## src/rtl/interrupt_controller.sv

```systemverilog
// Fixed-priority interrupt controller: rising-edge capture into pending bits, enable mask,
// and the REQ/ack/SERVICE/RETI handshake. Define INTCTRL_SYNC_EN for 2-flop input synchronizers.
//
// state      | meaning
// -----------+---------------------------------------------------------------
// ST_IDLE    | no request outstanding; picks lowest eligible line when any
// ST_REQ     | int_req high, int_id frozen until the CPU acknowledges
// ST_SERVICE | CPU is servicing int_id; waits for reti, no nesting

module interrupt_controller #(
    parameter int NUM_INT  = 8,
    parameter int INT_ID_W = 3
) (
    input  logic                clk,
    input  logic                reset,
    input  logic [NUM_INT-1:0]  int_in,
    input  logic                mask_we,
    input  logic [NUM_INT-1:0]  mask_wdata,
    output logic [NUM_INT-1:0]  mask_rdata,
    input  logic                int_ack,
    input  logic                reti,
    output logic                int_req,
    output logic [INT_ID_W-1:0] int_id,
    output logic                in_service,
    output logic [NUM_INT-1:0]  pending
);

    typedef enum logic [1:0] {
        ST_IDLE    = 2'd0,
        ST_REQ     = 2'd1,
        ST_SERVICE = 2'd2
    } state_t;

    state_t                state_q, state_d;
    logic [NUM_INT-1:0]    in_s;
    logic [NUM_INT-1:0]    prev_q, prev_d;
    logic [NUM_INT-1:0]    pending_q, pending_d;
    logic [NUM_INT-1:0]    mask_q, mask_d;
    logic [INT_ID_W-1:0]   int_id_q, int_id_d;
    logic                  int_req_q, int_req_d;
    logic                  in_service_q, in_service_d;

    logic [NUM_INT-1:0]    rise;
    logic [NUM_INT-1:0]    eligible;
    logic [NUM_INT-1:0]    clr;
    logic [INT_ID_W-1:0]   sel_id;
    logic                  sel_valid;

`ifdef INTCTRL_SYNC_EN
    logic [NUM_INT-1:0] sync1_q, sync1_d;
    logic [NUM_INT-1:0] sync2_q, sync2_d;

    always_comb begin
        sync1_d = int_in;
        sync2_d = sync1_q;
    end

    always_ff @(posedge clk) begin
        if (reset) begin
            sync1_q <= '0;
            sync2_q <= '0;
        end else begin
            sync1_q <= sync1_d;
            sync2_q <= sync2_d;
        end
    end

    assign in_s = sync2_q;
`else
    assign in_s = int_in;
`endif

    // Edge history, pending events and mask
    always_comb begin
        rise     = in_s & ~prev_q;
        prev_d   = in_s;
        eligible = pending_q & mask_q;
        mask_d   = mask_we ? mask_wdata : mask_q;

        // Walk downward so the lowest eligible index is the last one assigned.
        sel_valid = |eligible;
        sel_id    = '0;
        for (int i = NUM_INT - 1; i >= 0; i--) begin
            if (eligible[i]) begin
                sel_id = INT_ID_W'(i);
            end
        end

        clr = '0;
        if (state_q == ST_REQ && int_ack) begin
            for (int i = 0; i < NUM_INT; i++) begin
                if (INT_ID_W'(i) == int_id_q) begin
                    clr[i] = 1'b1;
                end
            end
        end

        // A new edge on the bit being acknowledged survives the clear.
        pending_d = (pending_q & ~clr) | rise;
    end

    always_comb begin
        state_d  = state_q;
        int_id_d = int_id_q;
        case (state_q)
            ST_IDLE: begin
                if (sel_valid) begin
                    state_d  = ST_REQ;
                    int_id_d = sel_id;
                end
            end
            ST_REQ: begin
                if (int_ack) begin
                    state_d = ST_SERVICE;
                end
            end
            ST_SERVICE: begin
                if (reti) begin
                    state_d = ST_IDLE;
                end
            end
            default: state_d = ST_IDLE;
        endcase
        int_req_d    = (state_d == ST_REQ);
        in_service_d = (state_d == ST_SERVICE);
    end

    always_ff @(posedge clk) begin
        if (reset) begin
            state_q      <= ST_IDLE;
            prev_q       <= '1;
            pending_q    <= '0;
            mask_q       <= '0;
            int_id_q     <= '0;
            int_req_q    <= 1'b0;
            in_service_q <= 1'b0;
        end else begin
            state_q      <= state_d;
            prev_q       <= prev_d;
            pending_q    <= pending_d;
            mask_q       <= mask_d;
            int_id_q     <= int_id_d;
            int_req_q    <= int_req_d;
            in_service_q <= in_service_d;
        end
    end

    assign mask_rdata = mask_q;
    assign pending    = pending_q;
    assign int_id     = int_id_q;
    assign int_req    = int_req_q;
    assign in_service = in_service_q;

endmodule
```

## config.mk

```make
export PLATFORM = sky130hd
export DESIGN_NAME = interrupt_controller
export DESIGN_NICKNAME = d
export VERILOG_FILES = /design/src/rtl/interrupt_controller.sv
export SDC_FILE = /design/constraint.sdc
export NUM_CORES = 1
export LEC_CHECK = 0
export ABC_CLOCK_PERIOD_IN_PS = 2100
export CAP_MARGIN = 20
export CORE_MARGIN = 2
export CORE_UTILIZATION = 40
export CTS_CLUSTER_SIZE = 12
export DETAILED_ROUTE_END_ITERATION = 8
export MAX_ROUTING_LAYER = met4
export PLACE_DENSITY = 0.74
export SLEW_MARGIN = 20
export SYNTH_ARGS = -nofsm -noshare
export SYNTH_HDL_FRONTEND = slang
export SYNTH_SLANG_ARGS = --single-unit
```

## constraint.sdc

```tcl
create_clock -name clk -period 2.1 [get_ports clk]
set_input_delay 0.42 -clock clk [delete_from_list [all_inputs] [get_ports clk]]
set_output_delay 0.42 -clock clk [all_outputs]
set_load 0.02 [all_outputs]
```

== Word level (Yosys, flattened, before mapping) ==
Cells that the tools add are included.

* Bits in latches: 0
* Register bits: 31
* ROM bits: 0
* Bits in writable memories: 0
* Memories kept: 0

* Div/mod/pow operators: 0
* Order comparisons: 0
* $mul: 0
* Equal/unequal tests: 11
* Bitwise logic cells: 6
* Multiplexer cells: 21
* Shifts and indexed selects: 0
* $add $sub $neg: 0
* Reductions and logical operators: 5

{| class="wikitable"
|+ Operators by type and width
! kind !! count
|-
| 8-bit AND || 3
|-
| 3-bit two-way mux || 8
|-
| 8-bit inverter || 2
|-
| 3-bit equality test (first input constant) || 4
|-
| 1-bit two-way mux || 8
|-
| 8-bit two-way mux || 1
|-
| 8-bit OR || 1
|-
| 8-bit OR reduction || 1
|-
| 2-bit by 3-bit equality test with 1-bit output (first input constant) || 2
|-
| 2-bit two-way mux || 3
|-
| 2-bit one-hot mux with 3 select lines || 1
|-
| 2-bit by 1-bit equality test with 1-bit output (second input constant) || 2
|-
| 2-bit equality test (second input constant) || 2
|-
| 1-bit by 3-bit equality test with 1-bit output (first input constant) || 1
|-
| 3-bit zero test || 1
|-
| 2-bit zero test || 1
|-
| 2-bit AND reduction || 1
|-
| 1-bit logical AND || 1
|}

== Depth between registers and ports, before layout ==
* Depth after elaboration: 9
* Gate-level depth with buffers: 4
* Depth with buffers taken out: 4

== Least setup slack after synthesis ==
Ideal clock, no wire load.

* Path type: reg-to-reg
* From: register mask_q[6], in the netlist mask_rdata[6]
* To: register int_id_q[0], in the netlist int_id[0]
* Stages on the path, launching flop included: 5
* Arrival: 1117 ps
* Setup time: 131 ps
* Slack: 852 ps
* Data required time: 1969 ps
* Buffers on the path: 0
* Cell sequence: dfxtp_1 -> a22oi_1 -> and4_4 -> o311ai_1 -> o41ai_1

* Longest elaborated chain between the ends: 8

{| class="wikitable"
|+ RTL lines
! item !! line !! text
|-
| start: declaration || 38 || <nowiki>logic [NUM_INT-1:0] mask_q, mask_d;</nowiki>
|-
| start signal: assignment || 141 || <nowiki>mask_q <= mask_d;</nowiki>
|-
| 8-bit AND (*) || 77 || <nowiki>eligible = pending_q & mask_q;</nowiki>
|-
| 3-bit two-way mux (7 in a row) || 84 || <nowiki>if (eligible[i]) begin</nowiki>
|-
| end signal: assignment || 142 || <nowiki>int_id_q <= int_id_d;</nowiki>
|-
| end: declaration || 39 || <nowiki>logic [INT_ID_W-1:0] int_id_q, int_id_d;</nowiki>
|}

Mark *: on every way between the ends. The rest lies on a longest branch, timed or not.
A chain may end at the register's enable or synchronous reset.

== Worst setup path after layout ==
* From: register int_id_q[1], in the netlist int_id[1]
* To: output int_id[1]

{| class="wikitable"
|+ RTL lines
! item !! line !! text
|-
| end: declaration || 23 || <nowiki>output logic [INT_ID_W-1:0] int_id,</nowiki>
|}

No word-level cell between the ends.

==> run_summary.xml <==
<?xml version="1.0" encoding="UTF-8"?>
<metrics>
  <group name="run">
    <metric name="timing.max_cap.violations" unit="">0</metric>
  </group>
  <group name="critical_path">
    <metric name="worstSetupPathType" unit="">reg -&gt; out</metric>
    <metric name="timing.critical_path.max_delay_family" unit="">buffers and inverters</metric>
    <metric name="cp_cell_sequence" unit="">clkdlybuf4s50_1</metric>
    <metric name="worstPathRequired" unit="ps">1680</metric>
    <metric name="endpoint_kind" unit="">primary output</metric>
    <metric name="worst-endpoint-arrival" unit="ps">1490</metric>
    <metric name="worstPathBufferInverterCount" unit="">1</metric>
    <metric name="cpMaxStageDelayCell" unit="">sky130_fd_sc_hd__clkdlybuf4s50_1</metric>
    <metric name="worst_path_fanout_max" unit="">7</metric>
    <metric name="rrSetupSlack" unit="ps">860</metric>
    <metric name="crit_start_category" unit="">flop</metric>
    <metric name="delay_contributed_by_the_slowest_stage_of_the_critical_path" unit="ps">670</metric>
  </group>
  <group name="status">
    <metric name="violations" unit="">design-rule violations</metric>
    <metric name="outcome" unit="">complete, but fails checks</metric>
  </group>
  <group name="clocking">
    <metric name="clkSinkCount" unit="">31</metric>
    <metric name="post_cts_resize_count" unit="">0</metric>
    <metric name="cts.clk_slew.worst_paths" unit="ps">90</metric>
    <metric name="worst_skew_pair_latency" unit="ps">330</metric>
    <metric name="post_cts.repair.setup_buffers" unit="">0</metric>
    <metric name="cts_tree" unit="">done</metric>
    <metric name="ctsHoldBuffers" unit="">0</metric>
    <metric name="clock_root_buffer" unit="">sky130_fd_sc_hd__clkbuf_4</metric>
    <metric name="ctsLongestPathBuffers" unit="">2</metric>
    <metric name="cts_made_buffers" unit="">5</metric>
    <metric name="h-tree-depth" unit="">2</metric>
  </group>
  <group name="sta">
    <metric name="worst_slew_margin_rel" unit="%">59.7</metric>
    <metric name="period_needed" unit="ps">1910</metric>
    <metric name="report.final.hold_viol_count" unit="">0</metric>
    <metric name="fin_setup_tns" unit="ps">0</metric>
    <metric name="fin_skew" unit="ps">5.48</metric>
    <metric name="rsz0062_at_grt" unit="">no</metric>
    <metric name="tightest_slew" unit="ps">603</metric>
    <metric name="post-route-period-util" unit="%">91.1</metric>
    <metric name="finalSetupViolCount" unit="">0</metric>
    <metric name="finalMaxSlewViolations" unit="">0</metric>
    <metric name="fmax" unit="MHz">522</metric>
    <metric name="layout_setup_ws" unit="ps">186</metric>
    <metric name="worst_hold_slack" unit="ps">484</metric>
  </group>
  <group name="global_routing">
    <metric name="grt_first_pass_wirelength" unit="um">4390</metric>
    <metric name="grt_overflow" unit="">0</metric>
    <metric name="global_route_layer_with_the_greatest_usage" unit="">met2</metric>
    <metric name="antenna_violations_before_repair" unit="">0</metric>
    <metric name="grt_start_max_net_pins" unit="">20</metric>
    <metric name="grt_use_met3" unit="%">4.62</metric>
    <metric name="gr-usage-met1" unit="%">20.8</metric>
    <metric name="via_count_of_the_first_global_routing_pass" unit="">1014</metric>
    <metric name="grt_util_met2" unit="%">26.5</metric>
    <metric name="track_usage" unit="%">17.5</metric>
  </group>
  <group name="route">
    <metric name="number_of_drc_violations_after_detailed_routing_iteration_0" unit="">40</metric>
    <metric name="final_antenna_net_count" unit="">0</metric>
    <metric name="residual_drc" unit="">5</metric>
    <metric name="route.final.wire_length" unit="um">2710</metric>
    <metric name="dr_vias_cell" unit="">5.44</metric>
    <metric name="wl_per_cell" unit="um">13.5</metric>
    <metric name="vias_post_dr" unit="">1088</metric>
    <metric name="detailedRoute.firstPassIterationCount" unit="">6</metric>
  </group>
  <group name="power">
    <metric name="switching_power" unit="W">0.000317</metric>
    <metric name="finalPower" unit="W">0.00125</metric>
    <metric name="pwr_density_cell" unit="mW/mm2">725</metric>
    <metric name="ir_worst_vdd" unit="V">0.000489</metric>
    <metric name="cellLeakagePower" unit="nW">0.649</metric>
    <metric name="p_sw_share" unit="%">25.4</metric>
    <metric name="intPower" unit="W">0.000932</metric>
    <metric name="share_clk_of_total_power" unit="%">31.3</metric>
    <metric name="seq_power_share" unit="%">52.5</metric>
    <metric name="comb_power_share" unit="%">16.2</metric>
  </group>
  <group name="synth">
    <metric name="synth_compound_area_share" unit="%">18.9</metric>
    <metric name="post_synth_num_cell_types" unit="">27</metric>
    <metric name="post_synthesis_adder_cell_area_fraction" unit="%">0</metric>
    <metric name="synth-edff-count" unit="">0</metric>
    <metric name="synth_area" unit="mm2">0.00121</metric>
    <metric name="syn_inst" unit="">122</metric>
    <metric name="xor_xnor_share_of_the_synthesized_area" unit="%">0</metric>
    <metric name="synth-simple-area-share" unit="%">21.3</metric>
    <metric name="synth_seq_cells" unit="">31</metric>
    <metric name="synth_nets" unit="">143</metric>
    <metric name="postSynth.asyncResetShare" unit="%">0</metric>
    <metric name="main_combinational_cell_family_by_area_after_synthesis" unit="">simple AND/OR/NAND/NOR gates</metric>
    <metric name="syn_avg_cell_area" unit="um2">9.90</metric>
    <metric name="multiplexer_fraction_of_the_synthesized_cell_area" unit="%">6.63</metric>
    <metric name="synth.yosys.seq_area_share" unit="%">51.4</metric>
    <metric name="top_ff_cell_synth" unit="">sky130_fd_sc_hd__dfxtp_1</metric>
    <metric name="synth.yosys.warnings" unit="">0</metric>
  </group>
  <group name="place">
    <metric name="port_buffers" unit="">41</metric>
    <metric name="gp_congestion" unit="">0.894</metric>
    <metric name="dp_slack" unit="ps">348</metric>
    <metric name="postPlaceCellArea" unit="mm2">0.00165</metric>
    <metric name="detailed_place_hpwl" unit="um">2020</metric>
  </group>
  <group name="min_path">
    <metric name="worstHoldPathType" unit="">reg -&gt; reg</metric>
  </group>
  <group name="die">
    <metric name="floorplan.initialDensity" unit="%">43.0</metric>
    <metric name="fp-row-count" unit="">19</metric>
    <metric name="dieArea" unit="mm2">0.00347</metric>
    <metric name="die_w" unit="um">58.9</metric>
    <metric name="design.core.area" unit="mm2">0.00281</metric>
    <metric name="die_height" unit="um">58.9</metric>
    <metric name="io_pins" unit="">42</metric>
  </group>
  <group name="cells_and_area">
    <metric name="layout.cells.most_common" unit="">sky130_fd_sc_hd__clkdlybuf4s50_1</metric>
    <metric name="antenna_cells_inserted" unit="">0</metric>
    <metric name="final_net_count" unit="">189</metric>
    <metric name="layout.cells.most_common_list" unit="">sky130_fd_sc_hd__clkdlybuf4s50_1, sky130_fd_sc_hd__dfxtp_1, sky130_fd_sc_hd__nor2_1</metric>
    <metric name="areaGrowthSynthToFinish" unit="%">42.7</metric>
    <metric name="fin_area" unit="mm2">0.00172</metric>
    <metric name="drive_gt1_share" unit="%">16.0</metric>
  </group>
</metrics>
==> flip-flops by register name, indices dropped and copies added, names as in the netlist <==
signal / count
prev_q: 8
in_service: 1
state_q: 2
pending: 8
int_id: 3
int_req: 1
mask_rdata: 8
==> worst paths after layout <==
path	startpoint	end	cells after the start
max	int_id[1]$_SDFFE_PP0P_	int_id[1]	1
min	prev_q[1]$_SDFF_PP1_	pending[1]$_SDFF_PP0_	2
max reg2reg	state_q[0]$_SDFF_PP0_	pending[3]$_SDFF_PP0_	4
min reg2reg	prev_q[1]$_SDFF_PP1_	pending[1]$_SDFF_PP0_	2
==> cell families (layout without fill, tap and decap cells) <==
kind of cell           Yosys count  in the layout
AND/OR/NAND/NOR                 46             46
buffers and inverters            5             52
AO/OA/AOI/OAI                   32             32
multiplexers                     8              8
flip-flops                      31             31
==> metal layers <==
metal | vias to the layer above | part of all wire, %
met3 | 8 | 8.0
met5 | - | 0
met4 | 0 | 2.4
li1 | 530 | -
met1 | 510 | 42
met2 | 40 | 47
==> cell usage after synthesis, types with 2 or more instances <==
master                     number  area (um2)
sky130_fd_sc_hd__a211oi_1       2        15.0
sky130_fd_sc_hd__a21oi_1       11        55.1
sky130_fd_sc_hd__a22oi_2        3        37.5
sky130_fd_sc_hd__a32o_1         2        20.0
sky130_fd_sc_hd__buf_2          2        10.0
sky130_fd_sc_hd__clkbuf_1       2        7.51
sky130_fd_sc_hd__dfxtp_1       31         621
sky130_fd_sc_hd__mux2i_1        8        80.1
sky130_fd_sc_hd__nand2_1        9        33.8
sky130_fd_sc_hd__nand2_2        2        12.5
sky130_fd_sc_hd__nand2b_1      11        68.8
sky130_fd_sc_hd__nor2_1        12        45.0
sky130_fd_sc_hd__o21ai_0        6        30.0
sky130_fd_sc_hd__or2_2          8        50.1
==> power by group through the flow <==
stage	logic [W]	registers, W	clock network (W)
floorplan	0.0000760	0.000690	0
finish	0.000202	0.000656	0.000391
global route	0.000218	0.000662	0.000430
global placement	0.000200	0.000668	0
detailed placement	0.000203	0.000669	0
CTS	0.000204	0.000656	0.000404
==> cell type report <==
class                      instances  area (um2)
clock buffer                       8        68.8
fill                             251        1080
inverter                           1        3.75
multi-input combinational         86         566
sequential                        31         621
tap                               31        38.8
timing repair buffer              43         425
==> worst reg2reg max path: cells and delay by family, from the launching register on <==
kind               cells  cell delay [ps]
AOI/OAI and AO/OA      2              290
and+or+nand+nor        2              360
DFF                    1              460
==> per-stage QoR <==
step                instances  utilization [%]
floorplan                 122                -
global placement          192             59.0
detailed placement        192             59.0
CTS                       200             61.4
global route              200             61.4
finish                    200             61.4
Power figures use the tool's default switching activity.
